`src/rtl/lpm_or_seq_pkg.sv`:
```
// Shared types for lpm_or_seq: FSM state encoding and the beat-counter width helper.
package lpm_or_seq_pkg;

    typedef enum logic [1:0] {
        ST_IDLE = 2'd0,
        ST_ACC  = 2'd1,
        ST_DONE = 2'd2
    } state_t;

    function automatic int cnt_w(input int size);
        return (size <= 1) ? 1 : $clog2(size);
    endfunction

endpackage

```
`src/rtl/lpm_or_seq_acc.sv`:
```
// lpm_or_seq_acc: word-wide OR accumulator with clear/load/or-in controls and async active-low clear.
module lpm_or_seq_acc #(
    parameter int WIDTH = 8
) (
    input  logic             clock,
    input  logic             aclr_n,
    input  logic             clear_i,
    input  logic             load_i,
    input  logic             or_in_i,
    input  logic [WIDTH-1:0] data_i,
    output logic [WIDTH-1:0] acc_o
);

    logic [WIDTH-1:0] acc_q;
    logic [WIDTH-1:0] acc_d;

    // clear wins over load, load wins over or-in
    always_comb begin
        acc_d = acc_q;
        if (clear_i) begin
            acc_d = '0;
        end else if (load_i) begin
            acc_d = data_i;
        end else if (or_in_i) begin
            acc_d = acc_q | data_i;
        end
    end

    always_ff @(posedge clock or negedge aclr_n) begin
        if (!aclr_n) begin
            acc_q <= '0;
        end else begin
            acc_q <= acc_d;
        end
    end

    assign acc_o = acc_q;

endmodule

```
`src/rtl/lpm_or_seq.sv`:
```
// lpm_or_seq: serial OR-reduction of lpm_size words over valid/ready in and out.
// Define LPM_OR_SEQ_SKID_EN for a separate output register that lets the next group accumulate.
module lpm_or_seq
    import lpm_or_seq_pkg::*;
#(
    parameter     lpm_type  = "lpm_or_seq",
    parameter int lpm_width = 8,
    parameter int lpm_size  = 4,
    parameter     lpm_hint  = "UNUSED"
) (
    input  logic                         clock,
    input  logic                         aclr_n,
    input  logic                         data_valid,
    output logic                         data_ready,
    input  logic [lpm_width-1:0]         data,
    output logic                         result_valid,
    input  logic                         result_ready,
    output logic [lpm_width-1:0]         result,
    output logic                         busy,
    output logic [cnt_w(lpm_size)-1:0]   beat_count,
    output logic [1:0]                   state_o
);

    localparam int               CNT_W = cnt_w(lpm_size);
    localparam logic [CNT_W-1:0] LAST  = CNT_W'(lpm_size - 1);

    if (lpm_width < 1 || lpm_size < 1 || $bits(lpm_type) < 8 || $bits(lpm_hint) < 8) begin : g_param_check
        $error("lpm_or_seq: lpm_width and lpm_size must be >= 1, type/hint non-empty");
    end

    // Handshake: a transfer happens on a rising edge where valid and ready are both high;
    // ready never depends on the same-cycle valid of either port.
    state_t           state_q;
    logic [CNT_W-1:0] beat_q;
    logic             valid_q;
    logic [lpm_width-1:0] acc;
    logic             in_xfer;
    logic             last_xfer;
    logic             acc_clear;

    assign in_xfer   = data_valid && data_ready;
    assign last_xfer = in_xfer && (beat_q == LAST);

    lpm_or_seq_acc #(
        .WIDTH (lpm_width)
    ) u_acc (
        .clock   (clock),
        .aclr_n  (aclr_n),
        .clear_i (acc_clear),
        .load_i  (in_xfer && (state_q == ST_IDLE)),
        .or_in_i (in_xfer && (state_q == ST_ACC)),
        .data_i  (data),
        .acc_o   (acc)
    );

`ifdef LPM_OR_SEQ_SKID_EN
    logic [lpm_width-1:0] out_q;
    logic [lpm_width-1:0] acc_next;

    assign acc_next   = (state_q == ST_IDLE) ? data : (acc | data);
    // Only the closing beat must wait for the output register to be free.
    assign data_ready = !(valid_q && (beat_q == LAST));
    assign acc_clear  = last_xfer;

    always_ff @(posedge clock or negedge aclr_n) begin
        if (!aclr_n) begin
            state_q <= ST_IDLE;
            beat_q  <= '0;
            valid_q <= 1'b0;
            out_q   <= '0;
        end else if (last_xfer) begin
            state_q <= ST_IDLE;
            beat_q  <= '0;
            valid_q <= 1'b1;
            out_q   <= acc_next;
        end else begin
            if (result_ready) begin
                valid_q <= 1'b0;
            end
            if (in_xfer) begin
                state_q <= ST_ACC;
                beat_q  <= beat_q + 1'b1;
            end
        end
    end

    assign result = out_q;
`else
    assign data_ready = (state_q != ST_DONE);
    assign acc_clear  = 1'b0;

    always_ff @(posedge clock or negedge aclr_n) begin
        if (!aclr_n) begin
            state_q <= ST_IDLE;
            beat_q  <= '0;
            valid_q <= 1'b0;
        end else begin
            case (state_q)
                ST_IDLE, ST_ACC: begin
                    if (in_xfer) begin
                        if (beat_q == LAST) begin
                            state_q <= ST_DONE;
                            beat_q  <= '0;
                            valid_q <= 1'b1;
                        end else begin
                            state_q <= ST_ACC;
                            beat_q  <= beat_q + 1'b1;
                        end
                    end
                end
                ST_DONE: begin
                    if (result_ready) begin
                        state_q <= ST_IDLE;
                        valid_q <= 1'b0;
                    end
                end
                default: state_q <= ST_IDLE;
            endcase
        end
    end

    assign result = acc;
`endif

    assign result_valid = valid_q;
    assign busy         = (state_q == ST_ACC);
    assign beat_count   = beat_q;
    assign state_o      = state_q;

endmodule

```
`config.mk`:
```
export PLATFORM = sky130hd
export DESIGN_NAME = lpm_or_seq
export DESIGN_NICKNAME = d
export VERILOG_FILES = /design/src/rtl/lpm_or_seq_pkg.sv /design/src/rtl/lpm_or_seq_acc.sv /design/src/rtl/lpm_or_seq.sv
export SDC_FILE = /design/constraint.sdc
export NUM_CORES = 1
export LEC_CHECK = 0
export CAP_MARGIN = 20
export CORE_MARGIN = 5
export CORE_UTILIZATION = 39
export CTS_BUF_LIST = sky130_fd_sc_hd__clkbuf_16
export DETAILED_ROUTE_END_ITERATION = 8
export GPL_TIMING_DRIVEN = 1
export PLACE_DENSITY = 0.76
export SYNTH_ARGS = -nofsm -noshare
export SYNTH_HDL_FRONTEND = slang
export SYNTH_HIERARCHICAL = 1
export SYNTH_SLANG_ARGS = --single-unit
export TNS_END_PERCENT = 100
```
`constraint.sdc`:
```
create_clock -name clock -period 1.8 [get_ports clock]
set_clock_uncertainty 0.05 [all_clocks]
set_input_delay 0.27 -clock clock [delete_from_list [all_inputs] [get_ports clock]]
set_output_delay 0.27 -clock clock [all_outputs]
set_load 0.1 [all_outputs]
```
==> flow_metrics.tcl <==
set metrics [dict create \
    gp_congestion 0.741 \
    grtUsageTotal 0.135 \
    clk_latency_ps 240 \
    clkSlewWorstSetupHoldPaths_ps 40 \
    slowest_delay_ps 470 \
    syn_area_per_cell_sq_um 12.6 \
    crit_chain "clkdlybuf4s50_1 > nor2b_4 > nor2b_1 > or2_1 > a32o_2" \
    cts_made_buffers 3 \
    worst-path-stages 5 \
    detail_route.iter0.violations 4 \
    cp-start-kind "primary input" \
    rsz0062_at_grt "no" \
    antenna_found_initial 0 \
    clk_path_buf_depth 2 \
    period_share 0.877 \
    io_pins 27 \
    synth_warnings 6 \
    cts_sinks 13 \
    hold_class "primary input to asynchronous set/reset pin" \
    critPathKind "primary input to flop" \
    period_minus_slack_ps 1580 \
    ys_top_cells_by_area "dfrtp_1 55%, a32o_2 11%, mux2_4 5.1%" \
    ys_types 19 \
    postCtsSetupBuffers 0 \
    grt_pass1_wl_um 2540 \
    ant_nets 0 \
    critical-path-top-delay-family "simple AND/OR/NAND/NOR gates" \
    dr.pass1.iters 4 \
    wl_um 1420 \
    dp_hpwl_um 1110 \
    ctsResizeCount 0 \
    initial_core_util 0.402 \
    grt_max_degree 14 \
    outcome "completed" \
    ys_ff_latch 13 \
    die_w_um 49.0 \
    critical_path_buf_inv_count 1 \
    worstPathRequired_ps 1870 \
    critPathMaxFanout 6 \
    hold_slack_ps 352 \
    r2r_cells 4 \
    arrival_ps 1650 \
    die_area_sq_um 2400 \
    overflow 0 \
    final_common_cell "buf_12" \
    fmax_mhz 633 \
    final_cell_mix "15 x buf_12, 11 x dfrtp_1, 11 x clkdlybuf4s50_1, 6 x a32o_2" \
    die_y_um 49.0 \
    synthToLayoutAreaGrowth_pct 91.1 \
    synth_top_cell_area_share 0.550 \
    ys_seq_area_frac 0.550 \
    row_count 14 \
    crit_slowest_cell "clkdlybuf4s50_1" \
    syn-cell-area_sq_um 592 \
    nNetsFinal 95 \
    core-area_sq_um 1470 \
    max_slew_margin 0.618 \
    postCtsHoldBufs 0 \
    yosysTopAreaCell "dfrtp_1" \
    vias 479 \
    cts_tree "built" \
    drive_gt1_frac 0.432 \
    setup_viol 0 \
    slew_violations 0 \
    drc 0 \
    syn_inst 47 \
    maxCapViolations 0 \
    hold_viol_final 0 \
    num_antenna_cells 0 \
    worstMarginPinSlew_ps 571 \
    port_buffers 26 \
    clockRootBuffer "clkbuf_16" \
    grt_pass1_vias 536 \
    fillers 100 \
    worstSetupEndpointType "flop" \
    vias_per_cell 4.94 \
    cts.htree.levels 1 \
    drt-wirelength-per-cell_um 14.6 \
]
-- area by class of cell --
| cell class | instances | area (sq um) | area share |
|---|---|---|---|
| clock inverter | 1 | 3.75 | 0.00332 |
| timing repair buffer | 28 | 425 | 0.376 |
| sequential | 13 | 330 | 0.292 |
| tap | 16 | 20.0 | 0.0177 |
| clock buffer | 3 | 75.1 | 0.0664 |
| multi-input combinational | 35 | 273 | 0.241 |
| inverter | 1 | 3.75 | 0.00332 |
-- cells by family (layout without fill, tap and decap cells) --
| group | Yosys count | after routing | synth area share |
|---|---|---|---|
| compound gates | 14 | 14 | 0.190 |
| fa+ha+maj | 1 | 1 | 0.0211 |
| buf+inv | 2 | 33 | 0.0254 |
| flops | 13 | 13 | 0.550 |
| mux | 2 | 2 | 0.0507 |
| other cells | 1 | 4 | 0.00634 |
| simple gates | 14 | 14 | 0.156 |
-- routing by layer --
layer	track usage	part of all wire
met1	0.167	0.44
met4	0.0538	0
met5	0	0
met2	0.204	0.47
met3	0.0581	0.086
-- worst register-to-register path, cell delays in order (launching register included) --
cell	delay, ps
dfrtp_4	540
nor2b_4	140
nor2b_1	230
or2_1	250
a32o_2	200
-- through the flow --
| step | cells | cell area [sq um] | setup TNS (ps) | utilization | setup WS (ps) |
|---|---|---|---|---|---|
| final | 97 | 1130 | 0 | 0.769 | 221 |
| after global routing | 97 | 1130 | 0 | 0.769 | 159 |
| after CTS | 97 | 1130 | 0 | 0.769 | 217 |
| after detailed placement | 93 | 1050 | -75.4 | 0.715 | -25.4 |
| after global placement | 93 | 1050 | 0 | 0.715 | 14.9 |
| after floorplan | 50 | 618 | 0 | - | 41.2 |
-- registers in the layout, summed over array words and instances (netlist names) --
| name | cells |
|---|---|
| result_valid | 1 |
| beat_count | 2 |
| state_o | 2 |
| u_acc/acc_o | 8 |
-- path summary, 6_finish.rpt --
path                                 from             end  slack, ps
setup / recovery               data_valid  u_acc/acc_o[0]        220
hold / removal                     aclr_n  u_acc/acc_o[7]        350
setup reg to reg               state_o[1]  u_acc/acc_o[0]        330
hold reg to reg            u_acc/acc_o[1]  u_acc/acc_o[1]        500
max in group asynchronous          aclr_n      state_o[1]        920
min in group clock         u_acc/acc_o[1]  u_acc/acc_o[1]        500
-- cell usage after synthesis, drive strengths merged --
| cell type | number |
|---|---|
| or2 | 1 |
| nor2 | 2 |
| mux2 | 2 |
| nand2 | 1 |
| buf | 1 |
| conb | 1 |
| ha | 1 |
| nand2b | 6 |
| a21oi | 4 |
| and2 | 1 |
| inv | 1 |
| nor2b | 3 |
| a32o | 6 |
| o2bb2ai | 1 |
| o22ai | 1 |
| o21ai | 2 |
| dfrtp | 13 |
Power is not shown: default switching activity piles up to over one toggle a cycle in this logic, so the estimate is an artifact.
